**config.mk**
```make
export PLATFORM = sky130hd
export DESIGN_NAME = activation_stream_unit
export DESIGN_NICKNAME = d
export VERILOG_FILES = /design/src/rtl/activation_stream_unit.sv
export SDC_FILE = /design/constraint.sdc
export NUM_CORES = 1
export LEC_CHECK = 0
export BUFFER_PORTS_ARGS = -buffer_cell sky130_fd_sc_hd__buf_2
export CAP_MARGIN = 40
export CORE_MARGIN = 3
export CORE_UTILIZATION = 50
export CTS_CLUSTER_SIZE = 16
export DETAILED_ROUTE_END_ITERATION = 7
export GPL_ROUTABILITY_DRIVEN = 0
export PLACE_DENSITY = 0.76
export REMOVE_ABC_BUFFERS = 1
export SYNTH_ARGS = -nofsm -noshare
export SYNTH_HDL_FRONTEND = slang
export SYNTH_SLANG_ARGS = --single-unit
```
**constraint.sdc**
```tcl
create_clock -name clk -period 2.4 [get_ports clk]
set_input_delay 0.36 -clock clk [delete_from_list [all_inputs] [get_ports clk]]
set_output_delay 0.36 -clock clk [all_outputs]
set_load 0.01 [all_outputs]
```
**src/rtl/activation_stream_unit.sv**
```systemverilog
// Two-stage streaming activation unit: per-frame mode latch, four activation modes per lane,
// and a saturating per-frame count of zero output lanes.
module activation_stream_unit #(
  parameter int BITWIDTH   = 32,
  parameter int FRAC_BITS  = 16,
  parameter int CHANNELS   = 2,
  parameter int LEAK_SHIFT = 3,
  parameter int CNT_W      = 16
) (
  input  logic                         clk,
  input  logic                         rst,
  input  logic [1:0]                   mode,
  input  logic                         in_valid,
  output logic                         in_ready,
  input  logic [CHANNELS*BITWIDTH-1:0] in_data,
  input  logic                         in_last,
  output logic                         out_valid,
  input  logic                         out_ready,
  output logic [CHANNELS*BITWIDTH-1:0] out_data,
  output logic                         out_last,
  output logic [CNT_W-1:0]             zero_count,
  output logic                         frame_done
);

  localparam int DW   = CHANNELS * BITWIDTH;
  localparam int WIDE = BITWIDTH + FRAC_BITS + 4;
  localparam int ZW   = $clog2(CHANNELS + 1);
  localparam int SW   = CNT_W + ZW;

  // ReLU6 ceiling, widened so an overflowing 6<<FRAC_BITS falls back to the largest positive value
  localparam logic [WIDE-1:0]     SIX_WIDE = WIDE'(6) << FRAC_BITS;
  localparam logic [WIDE-1:0]     MAX_WIDE = (WIDE'(1) << (BITWIDTH - 1)) - WIDE'(1);
  localparam logic [BITWIDTH-1:0] MAX_POS  = {1'b0, {(BITWIDTH - 1){1'b1}}};
  localparam logic [BITWIDTH-1:0] CLAMP    = (SIX_WIDE > MAX_WIDE) ? MAX_POS : SIX_WIDE[BITWIDTH-1:0];
  localparam logic [SW-1:0]       SAT      = SW'({CNT_W{1'b1}});

  function automatic logic [BITWIDTH-1:0] activate(input logic [1:0] m, input logic [BITWIDTH-1:0] x);
    logic signed [BITWIDTH-1:0] xs;
    logic [BITWIDTH-1:0]        y;
    xs = x;
    case (m)
      2'd0:    y = x;
      2'd1:    y = x[BITWIDTH-1] ? {BITWIDTH{1'b0}} : x;
      2'd2:    y = x[BITWIDTH-1] ? BITWIDTH'(xs >>> LEAK_SHIFT) : x;
      2'd3:    y = x[BITWIDTH-1] ? {BITWIDTH{1'b0}} : ((x > CLAMP) ? CLAMP : x);
      default: y = x;
    endcase
    return y;
  endfunction

  logic          ready_en;
  logic          in_frame;
  logic [1:0]    frame_mode;
  logic          s1_valid, s1_last, s2_valid, s2_last;
  logic [1:0]    s1_mode;
  logic [DW-1:0] s1_data, s2_data, act_data;
  logic [CNT_W-1:0] acc, zero_count_q;
  logic          frame_done_q;
  logic [ZW-1:0] lane_zeros;
  logic [SW-1:0] acc_sum;
  logic [CNT_W-1:0] acc_sat;
  logic          in_fire, out_fire, s2_load;
  logic [1:0]    beat_mode;

  assign s2_load   = s1_valid & (!s2_valid | out_ready);
  assign in_ready  = ready_en & (!s1_valid | !s2_valid | out_ready);
  assign in_fire   = in_valid & in_ready;
  assign out_fire  = s2_valid & out_ready;
  assign beat_mode = in_frame ? frame_mode : mode;

  assign out_valid  = s2_valid;
  assign out_data   = s2_data;
  assign out_last   = s2_last;
  assign zero_count = zero_count_q;
  assign frame_done = frame_done_q;

  always_comb begin
    act_data = {DW{1'b0}};
    for (int k = 0; k < CHANNELS; k++) begin
      act_data[k*BITWIDTH +: BITWIDTH] = activate(s1_mode, s1_data[k*BITWIDTH +: BITWIDTH]);
    end
  end

  // Zero lanes in the beat currently presented downstream, folded into the saturating accumulator
  always_comb begin
    lane_zeros = {ZW{1'b0}};
    for (int k = 0; k < CHANNELS; k++) begin
      if (s2_data[k*BITWIDTH +: BITWIDTH] == {BITWIDTH{1'b0}}) begin
        lane_zeros = lane_zeros + ZW'(1);
      end else begin
        lane_zeros = lane_zeros;
      end
    end
    acc_sum = SW'(acc) + SW'(lane_zeros);
    acc_sat = (acc_sum > SAT) ? {CNT_W{1'b1}} : acc_sum[CNT_W-1:0];
  end

  always_ff @(posedge clk) begin
    if (rst) begin
      ready_en   <= 1'b0;
      in_frame   <= 1'b0;
      frame_mode <= 2'd0;
      s1_valid   <= 1'b0;
      s1_data    <= {DW{1'b0}};
      s1_last    <= 1'b0;
      s1_mode    <= 2'd0;
    end else begin
      ready_en <= 1'b1;
      if (in_fire) begin
        s1_valid <= 1'b1;
        s1_data  <= in_data;
        s1_last  <= in_last;
        s1_mode  <= beat_mode;
        in_frame <= !in_last;
        if (!in_frame) begin
          frame_mode <= mode;
        end
      end else if (s2_load) begin
        s1_valid <= 1'b0;
      end
    end
  end

  always_ff @(posedge clk) begin
    if (rst) begin
      s2_valid <= 1'b0;
      s2_data  <= {DW{1'b0}};
      s2_last  <= 1'b0;
    end else if (s2_load) begin
      s2_valid <= 1'b1;
      s2_data  <= act_data;
      s2_last  <= s1_last;
    end else if (out_fire) begin
      s2_valid <= 1'b0;
    end
  end

  // Frame statistics: the count is published when the closing beat leaves
  always_ff @(posedge clk) begin
    if (rst) begin
      acc          <= {CNT_W{1'b0}};
      zero_count_q <= {CNT_W{1'b0}};
      frame_done_q <= 1'b0;
    end else begin
      frame_done_q <= out_fire & s2_last;
      if (out_fire && s2_last) begin
        zero_count_q <= acc_sat;
        acc          <= {CNT_W{1'b0}};
      end else if (out_fire) begin
        acc <= acc_sat;
      end
    end
  end

endmodule
```
After elaboration in Yosys (flattened, before gate mapping):

Index checks and enable logic that the tools add are counted.

* add/subtract/negate cells: 2
* bitwise gates (word level): 9
* multiply operators: 0
* div/mod/pow operators: 0
* reduce and logical (&&, ||, !) cells: 11
* magnitude comparators: 3
* multiplexer cells: 19
* equal/unequal tests: 3
* shift operators: 0

Operators with widths (count)
* $pmux W32 S4: 2
* $mux W31: 6
* $gt A32 B19 Y1 const B: 2
* $logic_not A32 Y1: 2
* $mux W32: 2
* $add A16 B2 Y17: 1
* $gt A17 B16 Y1 const B: 1
* $mux W16: 1
* $mux W1: 6
* $and A1 B1 Y1: 5
* $eq A2 B2 Y1 const B: 2
* $mux W2: 2
* $reduce_bool A2 Y1: 2
* $logic_not A1 Y1: 3
* $or A1 B1 Y1: 3
* $add A2 B1 Y2 const B: 1
* $eq A2 B1 Y1 const B: 1
* $logic_not A2 Y1: 1
* $reduce_and A2 Y1: 1
* $reduce_or A2 Y1: 1
* $logic_and A1 B1 Y1: 1
* $not A1 Y1: 1

* memory bits (read-only): 0
* memories: 0
* input bits: 71
* output and inout bits: 84
* register bits after elaboration: 169
* latch bits: 0
* RAM bits: 0

Logic depth before layout (Yosys ltp):

* word-level depth: 7
* mapped depth: 11

Worst setup path after synthesis:

No wires, ideal clock.

* kind: flip-flop to flip-flop
* from: register s2_data[25] (netlist: out_data[25])
* to: register zero_count_q[10] (netlist: zero_count[10])
* stages on the path, launching flop included: 11
* setup time: 0.117 ns
* clock period less this slack: 2.573 ns
* arrival: 2.456 ns
* path slack: -0.173 ns
* cells stage by stage: dfxtp_1 -> nor4_1 -> nand4_1 -> nor2_1 -> ha_1 -> ha_1 -> fa_1 -> and3_1 -> nand2_1 -> o21ai_0 -> a32o_1

* cells in the longest elaborated chain, start to end: 7

RTL lines
* start: declaration: line 56 `logic [DW-1:0] s1_data, s2_data, act_data;`
* start signal: assignment: line 127 `s2_data <= {DW{1'b0}};`
* start signal: assignment: line 131 `s2_data <= act_data;`
* $logic_not A32 Y1 (*): line 88 `if (s2_data[k*BITWIDTH +: BITWIDTH] == {BITWIDTH{1'b0}}) begin`
* $mux W1 (*): line 88
* $add A2 B1 Y2: line 89 `lane_zeros = lane_zeros + ZW'(1);`
* $mux W2 (*): line 88
* $add A16 B2 Y17 (*): line 94 `acc_sum = SW'(acc) + SW'(lane_zeros);`
* $gt A17 B16 Y1: line 95 `acc_sat = (acc_sum > SAT) ? {CNT_W{1'b1}} : acc_sum[CNT_W-1:0];`
* $mux W16 (*): line 95
* end signal: assignment: line 142 `zero_count_q <= {CNT_W{1'b0}};`
* end signal: assignment: line 147 `zero_count_q <= acc_sat;`
* end: declaration: line 57 `logic [CNT_W-1:0] acc, zero_count_q;`

Every way passes the cells marked *; elsewhere a longest branch is shown, timed or not.
A chain may end at the register's enable or synchronous reset.

Worst setup path in the final report:

* from: register s2_data[8] (netlist: out_data[8])
* to: register zero_count_q[15] (netlist: zero_count[15])

Same word-level chain as after synthesis.

==> out/metrics.cfg <==
[pwr]
sw_frac_of_total = 0.2441
pwr-share-clk = 0.454
internal-power_mw = 5.220
vdd_drop_max_v = 0.0005220
p_per_area_mw_per_mm2 = 669.5
leakage_nw = 4.219
combPwrFrac = 0.110
p_switching_mw = 1.686
power_frac_seq = 0.436

[synth]
yosysWarnings = 0
yosys-top-cells-area = dfxtp_1 (43%), nand2_1 (8.6%), a21oi_1 (6.4%), a211oi_1 (3.2%), a22o_1 (2.7%)
ys_dominant_reg_cell = dfxtp_1
synth_common_cells = nand2_1 (180), dfxtp_1 (169), a21oi_1 (101)
ys_types = 69
ys_ff_latch = 169
synthArstFlopShare = 0
syn_area_sq_mm = 0.007861
yosys.area.top_type = dfxtp_1
ys_seq_area_frac = 0.4304
syn_area_per_cell_sq_um = 8.310
synthCells = 946
synth_edf_count = 0
netlist.area_leader.share = 0.4304
yosysMostFrequentCell = nand2_1

[clock_network]
path_clk_slew_ps = 70
cts_tree = done
clkSinkCount = 169
cts_hold_buf = 0
cts_buffers = 17
root_buffer = clkbuf_16
clock_path_buffers = 2
cts_max_level = 4
clkLatencyLatePin_ps = 430

[die]
dieArea_sq_mm = 0.01726
die_h_microns = 131.4
initial_core_util = 0.5133
io_pins = 155
die_w_microns = 131.4
design.core.area_sq_mm = 0.01531
num_rows = 45

[setup_path]
required_ps = 2720
crit_slowest_cell = fa_2
rrSetupSlack_ps = -240
crit_buf_inv = 1
cp_cell_sequence = nor4_2, nand4_1, nor2_2, ha_1, ha_2, fa_2, and3_4, buf_6, nand2_8, nand4_1, a32o_1
endpoint_kind = flip-flop
cp.arrival_ps = 2970
path_delay_family = simple AND/OR/NAND/NOR gates
cpPeakStageDelay_ps = 360
cp_max_fo = 8
critPathLaunchType = flip-flop
critical_path_class = reg2reg
crit_top_cell = nand4_1

[global_route]
grt_pass1_wl_microns = 38670
antenna_found_initial = 0
grt_pass1_vias = 7580
grt_usage = 0.2705
grt_max_degree = 80
grt_overflow = 0

[job]
drv_cap = 0

[sta]
skew_ps = 9.429
min_period_ps = 2644
max_freq_ghz = 0.3782
hold_viol = 0
drv_slew = 0
rsz0062_at_grt = true
worst_slack_ps = -244.5
worstMarginPinSlew_ps = 942.6
relSlewSlack = 0.3693
fin_crit_sh = 1.102
setup_violations = 32

[route]
antenna_left = 0
drc_errors = 0
drtIter0Drc = 842
routed_wl_microns = 24380
num_vias = 8267
firstDrtPassIters = 6
viasPerCell = 6.012
wire_per_inst_microns = 17.73

[placed_design]
hpwl_microns = 16270
dp_cells = 1337
io_buffers = 154
dp_slack_ps = -560.3
post_dp_cell_area_sq_mm = 0.009350

[final_layout]
fillCellCount = 1292
stdcell_count = 1375
design_area_sq_mm = 0.01031
layout.nets = 1226
n_antenna_cell = 0
area_growth_pct = 31.21
layout-drive-gt1-share = 0.3101

[status]
outcome = finished, violations left
violations = negative setup slack

[hold_path]
hp-class = in2reg

-- worst min-delay path: cells and delay by family --
family	cells	cell delay (ps)
buf+inv	1	90
compound gates	1	50
simple gates	1	40
-- cell families (layout without fill, tap and decap cells) --
group / Yosys count / count (layout) / synth area share
multiplexers: 15 / 15 / 0.01910
buffers and inverters: 91 / 308 / 0.05905
flip-flops: 169 / 169 / 0.4304
adder cells (fa/ha/maj): 4 / 4 / 0.007322
AO/OA/AOI/OAI: 294 / 294 / 0.2590
XOR/XNOR: 4 / 4 / 0.004457
AND/OR/NAND/NOR: 369 / 370 / 0.2208
-- flip-flops by register name, indices dropped and copies added, names as in the netlist --
| register | flops |
|---|---|
| acc | 16 |
| frame_done | 1 |
| in_frame | 1 |
| out_data | 64 |
| out_last | 1 |
| out_valid | 1 |
| ready_en | 1 |
| s1_data | 64 |
| s1_last | 1 |
| s1_mode | 2 |
| s1_valid | 1 |
| zero_count | 16 |
-- worst paths after layout --
kind | from | to | depth (start not counted)
worst max-delay path | out_data[8] | zero_count[15] | 11
worst min-delay path | in_data[45] | s1_data[45] | 3
worst max register to register | out_data[8] | zero_count[15] | 11
worst min register to register | zero_count[11] | zero_count[11] | 2
-- layout by cell type (no fill, tap or decap), types with 5 or more instances in the layout --
cell	synthesis	layout
nor2_1	49	47
nand4_1	23	23
clkbuf_8	0	5
a22oi_1	6	6
buf_4	13	111
nand2_1	180	178
clkbuf_16	0	17
dfxtp_2	0	6
dfxtp_1	169	163
buf_2	41	153
mux2i_1	15	15
nor4_4	0	7
nor3_1	21	18
a211oi_1	33	31
o22ai_1	10	10
nor4_1	27	16
a21oi_1	101	101
bufinv_16	0	5
o211ai_1	12	12
a31oi_1	13	12
and2_1	7	6
a22o_1	24	24
nor4_2	2	6
nor2b_1	5	5
a221oi_1	23	23
nand3_1	22	21
o21ai_0	19	16
-- layer usage --
metal	vias up	global-route usage	share of wire
li1	3917	-	-
met1	3915	0.3537	0.42
met2	385	0.4384	0.48
met3	50	0.05743	0.076
met4	0	0.1079	0.031
met5	-	0	0
-- per-stage QoR --
step | hold slack, ps | TNS (ps) | util | power, mW
finish | 164.4 | -4478 | 0.6735 | 6.906
global placement | 430.9 | -9411 | 0.6105 | 3.768
detailed placement | 438.5 | -11580 | 0.6105 | 3.778
CTS | 154.3 | -5424 | 0.6672 | 6.901
floorplan | 425.1 | -7488 | - | 3.404
global route | 157.8 | -7104 | 0.6735 | 7.126
-- area by class of cell --
cell class | instances | area (sq um) | area share
multi-input combinational | 687 | 4255 | 0.4125
sequential | 169 | 3391 | 0.3287
timing repair buffer | 270 | 1702 | 0.1650
clock buffer | 22 | 494.2 | 0.04791
tap | 211 | 264.0 | 0.02559
clock inverter | 10 | 186.4 | 0.01807
inverter | 6 | 22.52 | 0.002183
-- power by group through the flow --
stage | Sequential, mW | Combinational, mW | Clock (mW)
2_1_floorplan | 3.06 | 0.340 | 0
3_3_place_gp | 3.06 | 0.712 | 0
3_5_place_dp | 3.06 | 0.718 | 0
4_1_cts | 3.01 | 0.742 | 3.15
5_1_grt | 3.02 | 0.832 | 3.27
6_report | 3.01 | 0.760 | 3.13
-- timing repair --
action,CTS,global route
pin swaps,15,15
setup buffers,4,1
setup endpoints to repair,32,32
gates cloned,1,0
gates resized for setup,31,17
Power figures use the tool's default switching activity.
